--- src/rtl/two_byte_serializer_pkg.sv ---
// Shared widths and FSM encodings for the 16-bit word to byte-stream serializer.
package two_byte_serializer_pkg;

    localparam int WORD_W = 16;
    localparam int BYTE_W = 8;

    typedef enum logic [1:0] {
        ST_IDLE   = 2'd0,
        ST_FIRST  = 2'd1,
        ST_SECOND = 2'd2
    } state_t;

endpackage

--- src/rtl/two_byte_serializer_if.sv ---
// Word-in / byte-out valid-ready bus; slave is the serializer side, master drives it.
interface two_byte_serializer_if #(
    parameter int WORD_W = two_byte_serializer_pkg::WORD_W,
    parameter int BYTE_W = two_byte_serializer_pkg::BYTE_W
);

    logic [WORD_W-1:0] d;
    logic              d_valid;
    logic              d_ready;
    logic [BYTE_W-1:0] q;
    logic              q_valid;
    logic              q_ready;
    logic              q_last;

    modport slave (
        input  d, d_valid, q_ready,
        output d_ready, q, q_valid, q_last
    );

    modport master (
        output d, d_valid, q_ready,
        input  d_ready, q, q_valid, q_last
    );

endinterface

--- src/rtl/two_byte_serializer.sv ---
// Accepts one word per handshake and emits it as two bytes, supporting back-to-back words.
module two_byte_serializer #(
    parameter int WORD_W    = two_byte_serializer_pkg::WORD_W,
    parameter int BYTE_W    = two_byte_serializer_pkg::BYTE_W,
    parameter int LSB_FIRST = 1,
    parameter int CNT_W     = 8
) (
    input  logic                        clk,
    input  logic                        res,
    input  logic                        en,
    two_byte_serializer_if.slave        bus,
    output logic [CNT_W-1:0]            words_sent
);

    import two_byte_serializer_pkg::*;

    state_t              state_r;
    state_t              state_nxt_s;
    logic [WORD_W-1:0]   word_r;
    logic [CNT_W-1:0]    cnt_r;
    logic                d_ready_s;
    logic                q_valid_s;
    logic                q_last_s;
    logic [BYTE_W-1:0]   q_s;
    logic                accept_s;
    logic                xfer_s;
    logic                load_s;
    logic                done_s;
    logic [BYTE_W-1:0]   lo_byte_s;
    logic [BYTE_W-1:0]   hi_byte_s;

    // Handshake qualifiers; en low forces both ready and valid low, which freezes everything.
    always_comb begin
        d_ready_s = en & res & ((state_r == ST_IDLE) |
                                ((state_r == ST_SECOND) & bus.q_ready));
        q_valid_s = en & (state_r != ST_IDLE);
        accept_s  = bus.d_valid & d_ready_s;
        xfer_s    = q_valid_s & bus.q_ready;
    end

    // State register
    always_ff @(posedge clk or negedge res) begin
        if (!res) begin
            state_r <= ST_IDLE;
        end else begin
            state_r <= state_nxt_s;
        end
    end

    // Next-state logic plus word-load and word-done strobes
    always_comb begin
        state_nxt_s = state_r;
        load_s      = 1'b0;
        done_s      = 1'b0;
        case (state_r)
            ST_IDLE: begin
                if (accept_s) begin
                    load_s      = 1'b1;
                    state_nxt_s = ST_FIRST;
                end else begin
                    state_nxt_s = ST_IDLE;
                end
            end
            ST_FIRST: begin
                if (xfer_s) begin
                    state_nxt_s = ST_SECOND;
                end else begin
                    state_nxt_s = ST_FIRST;
                end
            end
            ST_SECOND: begin
                if (xfer_s) begin
                    done_s = 1'b1;
                    // A new word may be taken in the same cycle the last byte leaves.
                    if (accept_s) begin
                        load_s      = 1'b1;
                        state_nxt_s = ST_FIRST;
                    end else begin
                        state_nxt_s = ST_IDLE;
                    end
                end else begin
                    state_nxt_s = ST_SECOND;
                end
            end
            default: begin
                state_nxt_s = ST_IDLE;
            end
        endcase
    end

    // Holding register and completed-word counter
    always_ff @(posedge clk or negedge res) begin
        if (!res) begin
            word_r <= {WORD_W{1'b0}};
            cnt_r  <= {CNT_W{1'b0}};
        end else begin
            if (load_s) begin
                word_r <= bus.d;
            end
            if (done_s) begin
                cnt_r <= cnt_r + {{(CNT_W-1){1'b0}}, 1'b1};
            end
        end
    end

    // Output byte selection by state and byte order
    always_comb begin
        lo_byte_s = word_r[BYTE_W-1:0];
        hi_byte_s = word_r[WORD_W-1 -: BYTE_W];
        q_last_s  = (state_r == ST_SECOND);
        case (state_r)
            ST_FIRST: begin
                if (LSB_FIRST != 0) begin
                    q_s = lo_byte_s;
                end else begin
                    q_s = hi_byte_s;
                end
            end
            ST_SECOND: begin
                if (LSB_FIRST != 0) begin
                    q_s = hi_byte_s;
                end else begin
                    q_s = lo_byte_s;
                end
            end
            default: begin
                q_s = {BYTE_W{1'b0}};
            end
        endcase
    end

    assign bus.d_ready = d_ready_s;
    assign bus.q_valid = q_valid_s;
    assign bus.q_last  = q_last_s;
    assign bus.q       = q_s;
    assign words_sent  = cnt_r;

endmodule

--- src/flat_wrapper.sv ---
// flat-port wrapper written by rule: the top's interface ports become plain ports
module two_byte_serializer_flat import two_byte_serializer_pkg::*;
#(
    parameter int WORD_W    = two_byte_serializer_pkg::WORD_W,
    parameter int BYTE_W    = two_byte_serializer_pkg::BYTE_W,
    parameter int LSB_FIRST = 1,
    parameter int CNT_W     = 8
)
  (clk, res, en, words_sent, bus_d, bus_d_valid, bus_q_ready, bus_d_ready, bus_q, bus_q_valid, bus_q_last);
  two_byte_serializer_if #(.WORD_W(WORD_W), .BYTE_W(BYTE_W)) bus_i ();
  input  logic clk;
  input  logic res;
  input  logic en;
  output logic [CNT_W-1:0] words_sent;
  input wire logic [$bits(bus_i.d)-1:0] bus_d;
  input wire logic [$bits(bus_i.d_valid)-1:0] bus_d_valid;
  input wire logic [$bits(bus_i.q_ready)-1:0] bus_q_ready;
  output wire logic [$bits(bus_i.d_ready)-1:0] bus_d_ready;
  output wire logic [$bits(bus_i.q)-1:0] bus_q;
  output wire logic [$bits(bus_i.q_valid)-1:0] bus_q_valid;
  output wire logic [$bits(bus_i.q_last)-1:0] bus_q_last;
  assign bus_i.d = bus_d;
  assign bus_i.d_valid = bus_d_valid;
  assign bus_i.q_ready = bus_q_ready;
  assign bus_d_ready = bus_i.d_ready;
  assign bus_q = bus_i.q;
  assign bus_q_valid = bus_i.q_valid;
  assign bus_q_last = bus_i.q_last;
  two_byte_serializer #(.WORD_W(WORD_W), .BYTE_W(BYTE_W), .LSB_FIRST(LSB_FIRST), .CNT_W(CNT_W)) u_core (.clk(clk), .res(res), .en(en), .bus(bus_i), .words_sent(words_sent));
endmodule
--- config.mk ---
export PLATFORM = sky130hd
export DESIGN_NAME = two_byte_serializer_flat
export DESIGN_NICKNAME = d
export VERILOG_FILES = /design/src/rtl/two_byte_serializer_pkg.sv /design/src/rtl/two_byte_serializer_if.sv /design/src/rtl/two_byte_serializer.sv /design/src/flat_wrapper.sv
export SDC_FILE = /design/constraint.sdc
export NUM_CORES = 1
export LEC_CHECK = 0
export CELL_PAD_IN_SITES_DETAIL_PLACEMENT = 1
export CELL_PAD_IN_SITES_GLOBAL_PLACEMENT = 1
export CORE_MARGIN = 1
export CORE_UTILIZATION = 34
export CTS_BUF_LIST = sky130_fd_sc_hd__clkbuf_4
export DETAILED_ROUTE_END_ITERATION = 6
export PLACE_DENSITY = 0.89
export REMOVE_ABC_BUFFERS = 1
export SYNTH_ARGS = -nofsm -noshare
export SYNTH_HDL_FRONTEND = slang
export SYNTH_SLANG_ARGS = --single-unit
--- constraint.sdc ---
create_clock -name clk -period 1.9 [get_ports clk]
set_clock_uncertainty 0.2 [all_clocks]
set_input_delay 0.285 -clock clk [delete_from_list [all_inputs] [get_ports clk]]
set_output_delay 0.285 -clock clk [all_outputs]
set_load 0.02 [all_outputs]
# Word-level counts from Yosys, hierarchy flattened
# Cells that the tools add are included.
# word_totals
elab_cells	25
ff_bits	26
out_inout_bits	19
input_bits	21
# classes
mux	10
n_addsub	1
n_eq_ne	2
n_reduce_logical	2
bitwise_logic	7
# op_table
op	n
$pmux 8 s2	1
$add 8x1->8 const B	1
$and 1x1->1	6
$pmux 2 s3	1
$mux 1	5
$mux 2	2
$eq 2x1->1 const B	1
$eq 2x2->1 const B	1
$logic_not 2->1	1
$pmux 1 s2	1
$reduce_bool 2->1	1
$or 1x1->1	1

# Longest topological paths before layout
# Gate-level depths: netlist of run 1.
# depth
ltp_word	8
depth_mapped	7

# Least setup slack after synthesis of run 1
# No wires, ideal clock.
# synth_timing
kind	register -> register
startpoint	reg u_core.state_r[0]
endpoint	reg u_core.word_r[10]
slack_ns	-0.171
arrival_ns	1.746
path_stages_with_launch	7
setup_time_ns	0.125
synth_period_minus_slack_ns	2.071
n_path_buf	1
required_time_ns	1.575
path_cell_list	dfrtp_1 > inv_1 > ha_1 > a21oi_2 > nor3b_4 > buf_8 > mux2_4
# synth_between
elab_chain_len	8
# synth_lines
element	line	source
start, declared	two_byte_serializer.sv:17	state_t state_r;
start signal, assigned	two_byte_serializer.sv:46	state_r <= state_nxt_s;
$eq 2x2->1 *	n/a	
named net bus_q_last	flat_wrapper.sv:21	output wire logic [$bits(bus_i.q_last)-1:0] bus_q_last;
$and 1x1->1	two_byte_serializer.sv:35	((state_r == ST_SECOND) & bus.q_ready));
$or 1x1->1	two_byte_serializer.sv:34	d_ready_s = en & res & ((state_r == ST_IDLE) |
$and 1x1->1	two_byte_serializer.sv:34	
$and 1x1->1	two_byte_serializer.sv:37	accept_s = bus.d_valid & d_ready_s;
$mux 1	two_byte_serializer.sv:57, two_byte_serializer.sv:75	
$mux 1	two_byte_serializer.sv:72	if (xfer_s) begin
$pmux 1 s2 *	two_byte_serializer.sv:55	case (state_r)
end signal, assigned	two_byte_serializer.sv:94	word_r <= {WORD_W{1'b0}};
end signal, assigned	two_byte_serializer.sv:98	word_r <= bus.d;
end, declared	two_byte_serializer.sv:19	logic [WORD_W-1:0] word_r;
# The timed path passes the listed nets; every way through them passes the cells marked *.
# A chain may end at the register's enable or synchronous reset.

# Final worst setup path of run 1
# layout_timing
startpoint	reg u_core.state_r[0]
endpoint	out bus_q[2]
# layout_between
elab_chain_len	2
# layout_lines
element	line	source
$eq 2x2->1 or $eq 2x1->1 (tied branches)	two_byte_serializer.sv:111	case (state_r)
$pmux 8 s2 *	two_byte_serializer.sv:111	
end, declared	flat_wrapper.sv:19	output wire logic [$bits(bus_i.q)-1:0] bus_q;
# Every way passes the cells marked *; elsewhere a longest branch is shown, timed or not.

==> out/qor.yml, run 1 <==
tritoncts: "done"
synth_top_area_share_pct: 50.5
dr.pass1.iters: 4
hold_viol: 0
grtUsageTotal_pct: 18.7
clk_latency_ns: 0.33
grt_max_degree: 27
syn_area_um2: 1290
clkSlewWorstSetupHoldPaths_ns: 0.16
irDropWorstVdd_mv: 0.682
max_slew_margin_pct: 77.3
maxCapViolCount: 0
critical_path.startpoint: "u_core.state_r[0]$_DFF_PN0_"
drc: 0
yosysWarnings: 0
crit_arrival_ns: 1.59
r2r-start: "u_core.state_r[0]$_DFF_PN0_"
vias: 956
detail-route-antenna-nets: 0
final_cell_mix: "dfrtp_1, clkdlybuf4s50_1, mux2_4, buf_4, nor2b_1"
drive_gt1_share_pct: 41.2
fmax_mhz: 482
grt_overflow: 0
coreArea_um2: 3660
io_buffers: 39
wl_per_cell_um: 18.4
p_per_area_nw_per_um2: 1300
worst_setup_path_end_kind: "output port"
cts_buffers: 3
post_synth_inst_count: 97
fin_crit_ns: 2.08
critical_path_class: "reg -> out"
power_w: 0.00254
setup_viol: 25
die_area_um2: 4040
std_cell_rows: 22
failed_checks: "setup timing"
placed_area_um2: 1800
ys_top_cells_by_area: "dfrtp_1, mux2_4, mux2_2"
tightest_slew_ns: 0.341
antenna_found_initial: 0
status: "finished, violations left"
synth_top_area_cell: "dfrtp_1"
leakage_nw: 0.947
path_max_fanout: 7
cts_buffer_depth: 2
clock-sinks: 26
tns_ns: -2.66
via_per_inst: 4.88
rsz0062_at_grt: "yes"
post-route-period-util_pct: 109
grt_first_pass_wirelength_um: 5670
initial_core_util_pct: 35.2
root_buffer: "clkbuf_4"
start_kind: "flop"
ys_types: 26
holdWs_ns: 0.167
finalInstanceArea_um2: 1950
die_h_um: 63.6
pin_count: 40
fin_nets: 175
synth_area_per_cell_um2: 13.3
htreeDepth: 1
worstPathRequired_ns: 1.41
gp_congestion: 0.679
layout_commonest_cell: "dfrtp_1"
ys_ff_latch: 26
routed_wl_um: 3600
grt_pass1_vias: 1095
dp_hpwl_um: 2430
slew_viol_final: 0
yosysSeqAreaShare_pct: 50.5
cts-hold-fix-buffers: 0
worst_slack_ns: -0.177
hold_path.class: "in -> async"
fp.dieW_um: 63.6
area_growth_pct: 51.6
antenna_cells: 0
drt_iter0_markers: 22
## Yosys cell counts (all sizes together)
cell	number
dfrtp	26
mux2	17
nor2b	9
a22oi	8
xnor2	6
ha	5
buf	3
nand2	3
and2	2
inv	2
nand3	2
nand4	2
nor2	2
a21oi	1
and3	1
and4	1
and4b	1
clkbuf	1
mux2i	1
nand3b	1
nor3b	1
o21ba	1
xor2	1
## worst paths after layout
check                                                        end  cells past startpoint  slack [ns]
worst max-delay path                                    bus_q[2]                      6       -0.18
worst min-delay path                 u_core.state_r[1]$_DFF_PN0_                      2        0.17
worst max register to register      u_core.word_r[4]$_DFFE_PN0P_                      7       -0.11
worst min register to register  u_core.words_sent[7]$_DFFE_PN0P_                      1        0.29
max in group asynchronous          u_core.word_r[11]$_DFFE_PN0P_                      2        1.08
min in group clk                u_core.words_sent[7]$_DFFE_PN0P_                      1        0.29
## metal layers
layer  part of all wire, %  wire, um  GRT usage (%)
met1                    40      1450           22.8
met2                    55      1990           34.3
met3                   3.6       131           2.72
met4                  0.75        27           4.26
met5                     0         0              0
## power by group
part | leakage [nW] | switching (W) | internal, W
clock | 0.0279 | 0.000179 | 0.000213
combinational | 0.591 | 0.000534 | 0.000696
sequential | 0.328 | 0.000165 | 0.000754
## flip-flops by register name (all words and copies together) (netlist names)
name,count
u_core.word_r,16
u_core.state_r,2
u_core.words_sent,8
## per-stage QoR
step                      utilization [%]  cells  worst slack (ns)
final                                53.3    196            -0.177
after floorplan                         -     93            -0.559
after detailed placement             49.1    190            -0.368
after global routing                 53.3    196            -0.251
after global placement               49.1    190            -0.268
after CTS                            52.5    196            -0.161
## cells by family after synthesis
kind of cell	Yosys count	share of synthesized area, %
DFF	26	50.5
and+or+nand+nor	25	12.7
muxes	18	18.3
buffers and inverters	6	2.82
adders and majority gates	5	4.85
AOI/OAI and AO/OA	10	6.12
xor gates and xnor gates	7	4.76
## repair_timing
item                                    4_1_cts  5_1_grt
gates cloned                                  0        0
pin swaps                                     2        1
hold endpoints to repair                      0        0
endpoints found under the setup margin       29       37
buffers inserted                              2        0
gates resized for setup                      70       12
## final cells by class
type	instances	area, um2
Inverter	2	7.51
Tap cell	48	60.1
Clock inverter	1	30.0
Multi-Input combinational cell	65	708
Sequential cell	26	651
Clock buffer	3	22.5
Timing Repair Buffer	51	474
Fill cell	380	1710
## critical path: stages, from the launching register on
cell     delay, ns
dfrtp_1       0.44
inv_2         0.12
ha_4          0.17
buf_8         0.13
a22oi_2       0.07
nor2b_1       0.15
buf_2         0.18
(Power assumes the default switching activity.)
==> run 2: changes to the inputs <==
Settings changed: CAP_MARGIN set to 30.
==> results of run 2 <==
Final layout, timing and power as in run 1 (identical DEF).
